<file path="src/rtl/vga_pride_pkg.sv">
// Shared constants, event codes and wrap helpers for the flag selection path.
package vga_pride_pkg;

    localparam int unsigned IDX_W_DEF = 7;
    // Working width for the wrap helpers; callers cast their index into it.
    localparam int unsigned IDX_MAX_W = 16;

    typedef enum logic [2:0] {
        EV_NONE = 3'd0,
        EV_ZERO = 3'd1,
        EV_NEXT = 3'd2,
        EV_PREV = 3'd3,
        EV_LOAD = 3'd4,
        EV_AUTO = 3'd5
    } ev_e;

    // Step forward, wrapping from max_v back to zero.
    function automatic logic [IDX_MAX_W-1:0] wrap_inc(input logic [IDX_MAX_W-1:0] cnt,
                                                      input logic [IDX_MAX_W-1:0] max_v);
        return (cnt == max_v) ? '0 : cnt + IDX_MAX_W'(1);
    endfunction

    // Step backward, wrapping from zero up to max_v.
    function automatic logic [IDX_MAX_W-1:0] wrap_dec(input logic [IDX_MAX_W-1:0] cnt,
                                                      input logic [IDX_MAX_W-1:0] max_v);
        return (cnt == '0) ? max_v : cnt - IDX_MAX_W'(1);
    endfunction

endpackage

</file>
<file path="src/rtl/btn_sync_edge.sv">
// Multi-flop synchroniser for one async input, with a rising-edge pulse.
module btn_sync_edge #(
    parameter int unsigned SYNC_STAGES = 2
) (
    input  logic clk,
    input  logic rst_n,
    input  logic async_in,
    output logic sync_lvl,
    output logic rise_c
);

    logic [SYNC_STAGES-1:0] chain;
    logic                   prev;

    // Shift the pin through the chain and remember the last synced value.
    always_ff @(posedge clk or negedge rst_n) begin
        if (!rst_n) begin
            chain <= '0;
            prev  <= 1'b0;
        end else begin
            chain <= {chain[SYNC_STAGES-2:0], async_in};
            prev  <= chain[SYNC_STAGES-1];
        end
    end

    assign sync_lvl = chain[SYNC_STAGES-1];
    assign rise_c   = chain[SYNC_STAGES-1] & ~prev;

endmodule

</file>
<file path="src/rtl/flag_select_ctrl.sv">
// Flag index controller: synced buttons, auto-cycle, frame-aligned output.
module flag_select_ctrl
    import vga_pride_pkg::*;
#(
    parameter int unsigned IDX_W           = IDX_W_DEF,
    parameter int unsigned FRAMES_PER_STEP = 120,
    parameter int unsigned SYNC_STAGES     = 2
) (
    input  logic             clk,
    input  logic             rst_n,
    input  logic             btn_zero,
    input  logic             btn_next,
    input  logic             btn_prev,
    input  logic             btn_load,
    input  logic [IDX_W-1:0] load_val,
    input  logic             direct_mode,
    input  logic [IDX_W-1:0] direct_val,
    input  logic             auto_en,
    input  logic             frame_start,
    input  logic [IDX_W-1:0] max_idx,
    output logic [IDX_W-1:0] index,
    output logic             changed
);

    localparam int unsigned FCNT_W = $clog2(FRAMES_PER_STEP + 1);
    localparam int unsigned N_IN   = 6;

    // Bit order: zero, next, prev, load, direct_mode, auto_en.
    logic [N_IN-1:0] pins;
    logic [N_IN-1:0] lvl_s;
    logic [N_IN-1:0] rise_c;

    logic [IDX_W-1:0]  cnt;
    logic [IDX_W-1:0]  cnt_nxt;
    logic [FCNT_W-1:0] fcnt;
    logic [FCNT_W-1:0] fcnt_nxt;
    logic [IDX_W-1:0]  sel_c;
    logic              manual_c;
    logic              unused_ok;
    ev_e               ev_c;

    assign pins = {auto_en, direct_mode, btn_load, btn_prev, btn_next, btn_zero};

    // One synchroniser per async input.
    for (genvar i = 0; i < N_IN; i++) begin : g_sync
        btn_sync_edge #(.SYNC_STAGES(SYNC_STAGES)) u_sync (
            .clk      (clk),
            .rst_n    (rst_n),
            .async_in (pins[i]),
            .sync_lvl (lvl_s[i]),
            .rise_c   (rise_c[i])
        );
    end

    // Buttons only need their edges, level inputs only their levels.
    assign unused_ok = &{1'b0, lvl_s[3:0], rise_c[5:4]};

    // Priority encoder: zero > next > prev > load > auto.
    always_comb begin
        ev_c = EV_NONE;
        if (rise_c[0])      ev_c = EV_ZERO;
        else if (rise_c[1]) ev_c = EV_NEXT;
        else if (rise_c[2]) ev_c = EV_PREV;
        else if (rise_c[3]) ev_c = EV_LOAD;
        else if (lvl_s[5] && frame_start && (fcnt == FCNT_W'(FRAMES_PER_STEP - 1)))
            ev_c = EV_AUTO;
    end

    assign manual_c = rise_c[0] | rise_c[1] | rise_c[2] | rise_c[3];

    // Next count; an out-of-range count is pulled back to zero before any event.
    always_comb begin
        cnt_nxt = cnt;
        if (cnt > max_idx) begin
            cnt_nxt = '0;
        end else begin
            case (ev_c)
                EV_ZERO:          cnt_nxt = '0;
                EV_NEXT, EV_AUTO: cnt_nxt = IDX_W'(wrap_inc(IDX_MAX_W'(cnt), IDX_MAX_W'(max_idx)));
                EV_PREV:          cnt_nxt = IDX_W'(wrap_dec(IDX_MAX_W'(cnt), IDX_MAX_W'(max_idx)));
                EV_LOAD:          cnt_nxt = (load_val > max_idx) ? '0 : load_val;
                default:          cnt_nxt = cnt;
            endcase
        end
    end

    // Frame counter: counts frames while auto is on, restarts on any manual event.
    always_comb begin
        fcnt_nxt = fcnt;
        if (manual_c || !lvl_s[5]) begin
            fcnt_nxt = '0;
        end else if (frame_start) begin
            fcnt_nxt = (fcnt == FCNT_W'(FRAMES_PER_STEP - 1)) ? '0 : fcnt + FCNT_W'(1);
        end
    end

    // Value offered to the renderer, clamped in direct mode.
    always_comb begin
        sel_c = cnt;
        if (lvl_s[4]) sel_c = (direct_val > max_idx) ? max_idx : direct_val;
    end

    // State update; index only moves on a frame boundary.
    always_ff @(posedge clk or negedge rst_n) begin
        if (!rst_n) begin
            cnt     <= '0;
            fcnt    <= '0;
            index   <= '0;
            changed <= 1'b0;
        end else begin
            cnt  <= cnt_nxt;
            fcnt <= fcnt_nxt;
            if (frame_start) begin
                index   <= sel_c;
                changed <= (sel_c != index);
            end else begin
                changed <= 1'b0;
            end
        end
    end

endmodule

</file>
<file path="config.mk">
export PLATFORM = sky130hd
export DESIGN_NAME = flag_select_ctrl
export DESIGN_NICKNAME = d
export VERILOG_FILES = /design/src/rtl/vga_pride_pkg.sv /design/src/rtl/btn_sync_edge.sv /design/src/rtl/flag_select_ctrl.sv
export SDC_FILE = /design/constraint.sdc
export NUM_CORES = 1
export LEC_CHECK = 0
export CAP_MARGIN = 20
export CORE_ASPECT_RATIO = 0.8
export CORE_MARGIN = 2
export CORE_UTILIZATION = 45
export CTS_CLUSTER_SIZE = 14
export DETAILED_ROUTE_END_ITERATION = 7
export PLACE_DENSITY = 0.69
export REMOVE_ABC_BUFFERS = 1
export SLEW_MARGIN = 20
export SYNTH_ARGS = -nofsm -noshare
export SYNTH_HDL_FRONTEND = slang
export SYNTH_SLANG_ARGS = --single-unit
export TNS_END_PERCENT = 50
</file>
<file path="constraint.sdc">
create_clock -name clk -period 2.3 [get_ports clk]
set_clock_uncertainty 0.1 [all_clocks]
set_input_delay 0.46 -clock clk [delete_from_list [all_inputs] [get_ports clk]]
set_output_delay 0.46 -clock clk [all_outputs]
set_load 0.02 [all_outputs]
</file>
---- Word level (Yosys, flattened, before mapping) ----
Cells that the tools add are included.
operators by class
  add/sub/neg operators ................... 3
  magnitude comparators ................... 3
  eq/ne operators ......................... 8
  mux-type cells .......................... 16
  bitwise logic cells ..................... 11
  reduce and logical (&&, ||, !) cells .... 8
operator list
  cell                 number
  $mux 7               9
  $pmux 7 s4           1
  $gt 7x7->1           3
  $mux 3               5
  $add 7x1->7 const B  2
  $eq 7x7->1           1
  $eq 7x7->1 const B   1
  $logic_not 7->1      1
  $ne 7x7->1           1
  $sub 7x1->7 const B  1
  $eq 3x2->1 const B   2
  $eq 3x3->1 const B   2
  $reduce_bool 5->1    1
  $and 1x1->1          4
  $not 1->1            4
  $eq 3x1->1 const B   1
  $or 1x1->1           3
  $logic_and 1x1->1    2
  $reduce_bool 2->1    1
  $reduce_or 2->1      1
  $logic_not 1->1      1
  $logic_or 1x1->1     1
  $mux 1               1
word-level totals
  register bits after elaboration ......... 38
  bits of input ports ..................... 30
  output and inout port bits .............. 8

---- Depth between registers and ports, before layout ----
  depth after elaboration ................. 11
  mapped depth ............................ 10

---- Hierarchy ----
A second synthesis with hierarchy kept.
unflattened totals
  cell total of the unflattened synthesis .. 266
  area, all modules ....................... 2573.7 um2
by module, submodules not included
  module            instances  cells each  area each (um2)  seq. area each (um2)
  flag_select_ctrl  1          242         2040.7           550.5
  btn_sync_edge     6          4           88.8             75.1

---- Least setup slack after synthesis ----
No wires, ideal clock.
  kind .................................... input to register
  start ................................... in max_idx[4]
  end ..................................... reg changed
  library setup time ...................... 0.129 ns
  arrival ................................. 2.314 ns
  required time ........................... 2.071 ns
  slack ................................... -0.243 ns
  cell stages on the path ................. 10
  buffers on the path ..................... 0
  path through ............................ inv_1 ha_1 a211oi_2 nor2_1 o31ai_4 mux2i_1 a21oi_1 xnor2_1 nand4_1 o41a_1
between the ends
  word-level cells in the longest chain between the ends .. 5
RTL lines
  what                    line                     source
  start: declaration      flag_select_ctrl.sv:20   input logic [IDX_W-1:0] max_idx,
  $gt 7x7->1              flag_select_ctrl.sv:100  if (lvl_s[4]) sel_c = (direct_val > max_idx) ? max_idx : direct_val;
  $mux 7 * (2 in series)  flag_select_ctrl.sv:100
  $ne 7x7->1 *            flag_select_ctrl.sv:115  changed <= (sel_c != index);
  $mux 1 *                flag_select_ctrl.sv:113  if (frame_start) begin
  end signal: assignment  flag_select_ctrl.sv:115
  end: declaration        flag_select_ctrl.sv:22   output logic changed
Mark *: on every way between the ends. The rest lies on a longest branch, timed or not.
A chain may end at the register's enable or synchronous reset.

---- Worst setup path after layout ----
  start ................................... in direct_val[1]
  end ..................................... reg changed
between the ends
  word-level cells in the longest chain between the ends .. 5
RTL lines
  what                    line                     source
  start: declaration      flag_select_ctrl.sv:17   input logic [IDX_W-1:0] direct_val,
  $gt 7x7->1              flag_select_ctrl.sv:100
  $mux 7 * (2 in series)  flag_select_ctrl.sv:100
  $ne 7x7->1 *            flag_select_ctrl.sv:115
  $mux 1 *                flag_select_ctrl.sv:113
Marked as above.

==> summary.md <==
| Metric | Value |
|---|---|
| Result of the run | `complete, but fails checks` |
| Failing checks | `negative setup slack` |
| Inserted Clock Buffers | `5` |
| Unrepaired setup endpoints after global routing | `true` |
| Number of sinks on the clock net | `38` |
| Starting Density | `45.9%` |
| Input/output buffers | `37` |
| VDD IR max | `0.000459 V` |
| Worst hold slack | `253 ps` |
| Via density per instance | `5.60` |
| Min Clock Period, post-route | `2470 ps` |
| Layout Area Growth over Synthesis | `46.7%` |
| Post-route ant nets | `0` |
| Post-synthesis sequential area ratio | `38.8%` |
| Sequential cell area | `951 um^2` |
| Synthesized area | `0.00245 mm^2` |
| Max stage delay cell, worst path | `sky130_fd_sc_hd__o41a_1` |
| Number of antenna violations at the first check in global routing | `0` |
| Endpoint type of the worst setup path | `register` |
| Synth async-reset ratio | `100%` |
| Post-Synthesis Mean Instance Area | `9.36 um^2` |
| Area of the core | `0.00535 mm^2` |
| Nets | `415` |
| Top FF cell, synth | `sky130_fd_sc_hd__dfrtp_1` |
| Insertion delay of the later-clocked pin in the worst-skew pair | `290 ps` |
| Count of state elements after synthesis | `38` |
| Fin Setup TNS | `-174 ps` |
| Clk slew on worst S/H paths | `80 ps` |
| Clk Tree Root Cell | `sky130_fd_sc_hd__clkbuf_8` |
| X dimension of the die | `86.5 um` |
| Area of the multi-input gates | `0.00159 mm^2` |
| Total Die Area | `0.00606 mm^2` |
| FILL cells | `423` |
| Total power of the final layout | `2.01 mW` |
| Remaining Overflow, GRT | `0` |
| Crit Path Class | `in -> reg` |
| Final Hold Violating Endpoints | `0` |
| Yosys warnings | `0` |
| Via count | `2391` |
| Number of global-route vias before repair | `2269` |
| Maximum level of the CTS H-tree | `2` |
| Setup slack after layout | `-174 ps` |
| Hold Crit Start | `g_sync[4].u_sync.chain[0]` |
| Max Freq | `0.404 GHz` |
| Worst path cell trace | `clkdlybuf4s15_1 -> ha_4 -> a21oi_2 -> a21oi_2 -> o31ai_4 -> buf_6 -> buf_4 -> mux2i_2 -> a21oi_2 -> xor2_1 -> o41a_1` |
| Most used cell along the critical path | `sky130_fd_sc_hd__a21oi_2` |
| CTS tree | `yes` |
| Pin count of the biggest net entering global routing | `18` |
| Initial drt markers | `158` |
| Cell type group with the largest total delay on the critical path | `compound AO/OA/AOI/OAI gates` |
| Wire length of the first global-routing pass | `10800 um` |
| Number of cells after detailed placement | `410` |
| Synth unique cells | `44` |
| Final RePlAce weighted congestion | `0.899` |
| Diodes inserted | `0` |
| Post-synth EDFFs | `0` |
| Worst Max-Slew Pin Slew | `547 ps` |
| Final WL | `6770 um` |
| Row count | `24` |
| Crit Path Max Fanout | `5` |
| Worst path arrival time | `2540 ps` |
| Number of buffer and inverter stages on the critical path | `3` |
| Leading cell type in the layout, fill and taps excluded | `sky130_fd_sc_hd__buf_4` |
| Longest Clk Path Bufs | `2` |
| Total of max-cap violations | `0` |
| Slew headroom | `63.6%` |
| Number of instances in the synthesized netlist | `262` |
| Height of the die | `70.0 um` |
| I/O pin cnt | `38` |
| Worst reg2reg startpoint | `cnt[1]` |
| Power per unit of standard cell area | `558 mW/mm^2` |
| Most used cells in the layout excluding fill and tap cells | `58 x sky130_fd_sc_hd__buf_4, 38 x sky130_fd_sc_hd__dfrtp_1, 27 x sky130_fd_sc_hd__nor2_1` |
| Share of layout cells above drive strength 1 | `35.4%` |
| WL/cell | `15.8 um` |
| HPWL after DPL | `4990 um` |
| Crit path launch | `direct_val[1]` |
| Worst path max stage delay | `370 ps` |
| DR DRC count | `0` |
| Tcrit/Tclk final | `108%` |
| Final max-slew violation count | `0` |
| Detailed-routing iteration count for the pre-antenna-repair pass | `4` |
| Type of the worst min-delay path | `reg -> reg` |
| Final cell count without fillers | `427` |
| WP data required | `2370 ps` |
| Finish-stage setup viols | `1` |
| Startpoint type of the worst setup path | `primary input` |
| Global router's overall resource usage | `22.8%` |
| Leakage | `1.63 nW` |
## state kept, by name (all words and copies together), names as in the netlist
register	count
changed	1
cnt	7
fcnt	7
g_sync.u_sync.chain	12
g_sync.u_sync.prev	4
index	7
## metal layers
layer  track usage, %  vias to the layer above  share of wire, %
li1                 -                     1145                 -
met1             34.8                     1141                46
met2             34.2                      101                44
met3             4.85                        4               9.4
met4             2.78                        0              0.43
met5                0                        -                 0
## final timing paths
| check | cells after the start | endpoint | slack, ps |
|---|---|---|---|
| max | 11 | changed | -170 |
| min | 0 | g_sync[4].u_sync.chain[1] | 250 |
| max reg2reg | 8 | cnt[4] | 140 |
| min reg2reg | 0 | g_sync[4].u_sync.chain[1] | 250 |
| max in group asynchronous | 3 | index[6] | 1040 |
| min in group asynchronous | 2 | cnt[2] | 510 |
## worst reg2reg max path, delay by kind of cell, from the launching register on
kind                     cells  cell delay (ps)
AO/OA/AOI/OAI                5              770
adder cells (fa/ha/maj)      1              290
flip-flops                   1              420
AND/OR/NAND/NOR              2              490
## cell families after synthesis
group / after synthesis / share of synthesized area, %
DFF: 38 / 38.8
buffers and inverters: 25 / 4.19
AOI/OAI and AO/OA: 66 / 17.7
adders and majority gates: 24 / 12.3
xor gates and xnor gates: 12 / 4.29
muxes: 14 / 6.07
and+or+nand+nor: 83 / 16.7
## power by group
part	internal [mW]	switching [mW]	leakage (nW)
sequential	0.719	0.0427	0.477
clock	0.241	0.233	0.0472
combinational	0.387	0.385	1.11
total	1.35	0.660	1.63
## layout make-up
class,instances,share of cell area [%]
clock buffers,6,2.30
clock inverters,2,0.348
inverters,19,2.19
multi-input cells,199,44.3
flip-flops and latches,38,26.5
well taps,65,2.26
repair buffers,98,22.1
## stage by stage
| step | worst slack, ps | cell area (um^2) | util, % |
|---|---|---|---|
| floorplan | -249 | 2420 | - |
| global placement | -805 | 3260 | 60.9 |
| detailed placement | -849 | 3260 | 60.9 |
| CTS | -142 | 3500 | 65.5 |
| global route | -230 | 3590 | 67.3 |
| finish | -174 | 3590 | 67.3 |
## timing repair
action / CTS / global route
hold buffers: 1 / 0
setup endpoints to repair: 15 / 8
setup buffers: 7 / 2
pin swaps: 28 / 24
gates resized for setup: 78 / 25
endpoints found under the hold margin: 12 / 0
## synth_stat cells, types with 5 or more instances
cell type | count | share of area, %
sky130_fd_sc_hd__dfrtp_1 | 38 | 39
sky130_fd_sc_hd__nor2_1 | 28 | 4.3
sky130_fd_sc_hd__a21oi_1 | 25 | 5.1
sky130_fd_sc_hd__ha_1 | 24 | 12
sky130_fd_sc_hd__inv_1 | 19 | 2.9
sky130_fd_sc_hd__nand3_1 | 13 | 2.7
sky130_fd_sc_hd__nand2_1 | 12 | 1.8
sky130_fd_sc_hd__o21ai_0 | 8 | 1.6
sky130_fd_sc_hd__mux2_2 | 7 | 3.2
sky130_fd_sc_hd__mux2i_1 | 7 | 2.9
sky130_fd_sc_hd__xnor2_1 | 7 | 2.5
sky130_fd_sc_hd__nand4_1 | 6 | 1.5
sky130_fd_sc_hd__nor2b_1 | 6 | 1.5
sky130_fd_sc_hd__nor3_1 | 6 | 1.2
sky130_fd_sc_hd__o22ai_1 | 6 | 1.5
sky130_fd_sc_hd__a31oi_1 | 5 | 1.3
sky130_fd_sc_hd__xor2_1 | 5 | 1.8
Note: power is estimated with default switching activity, not from simulation.
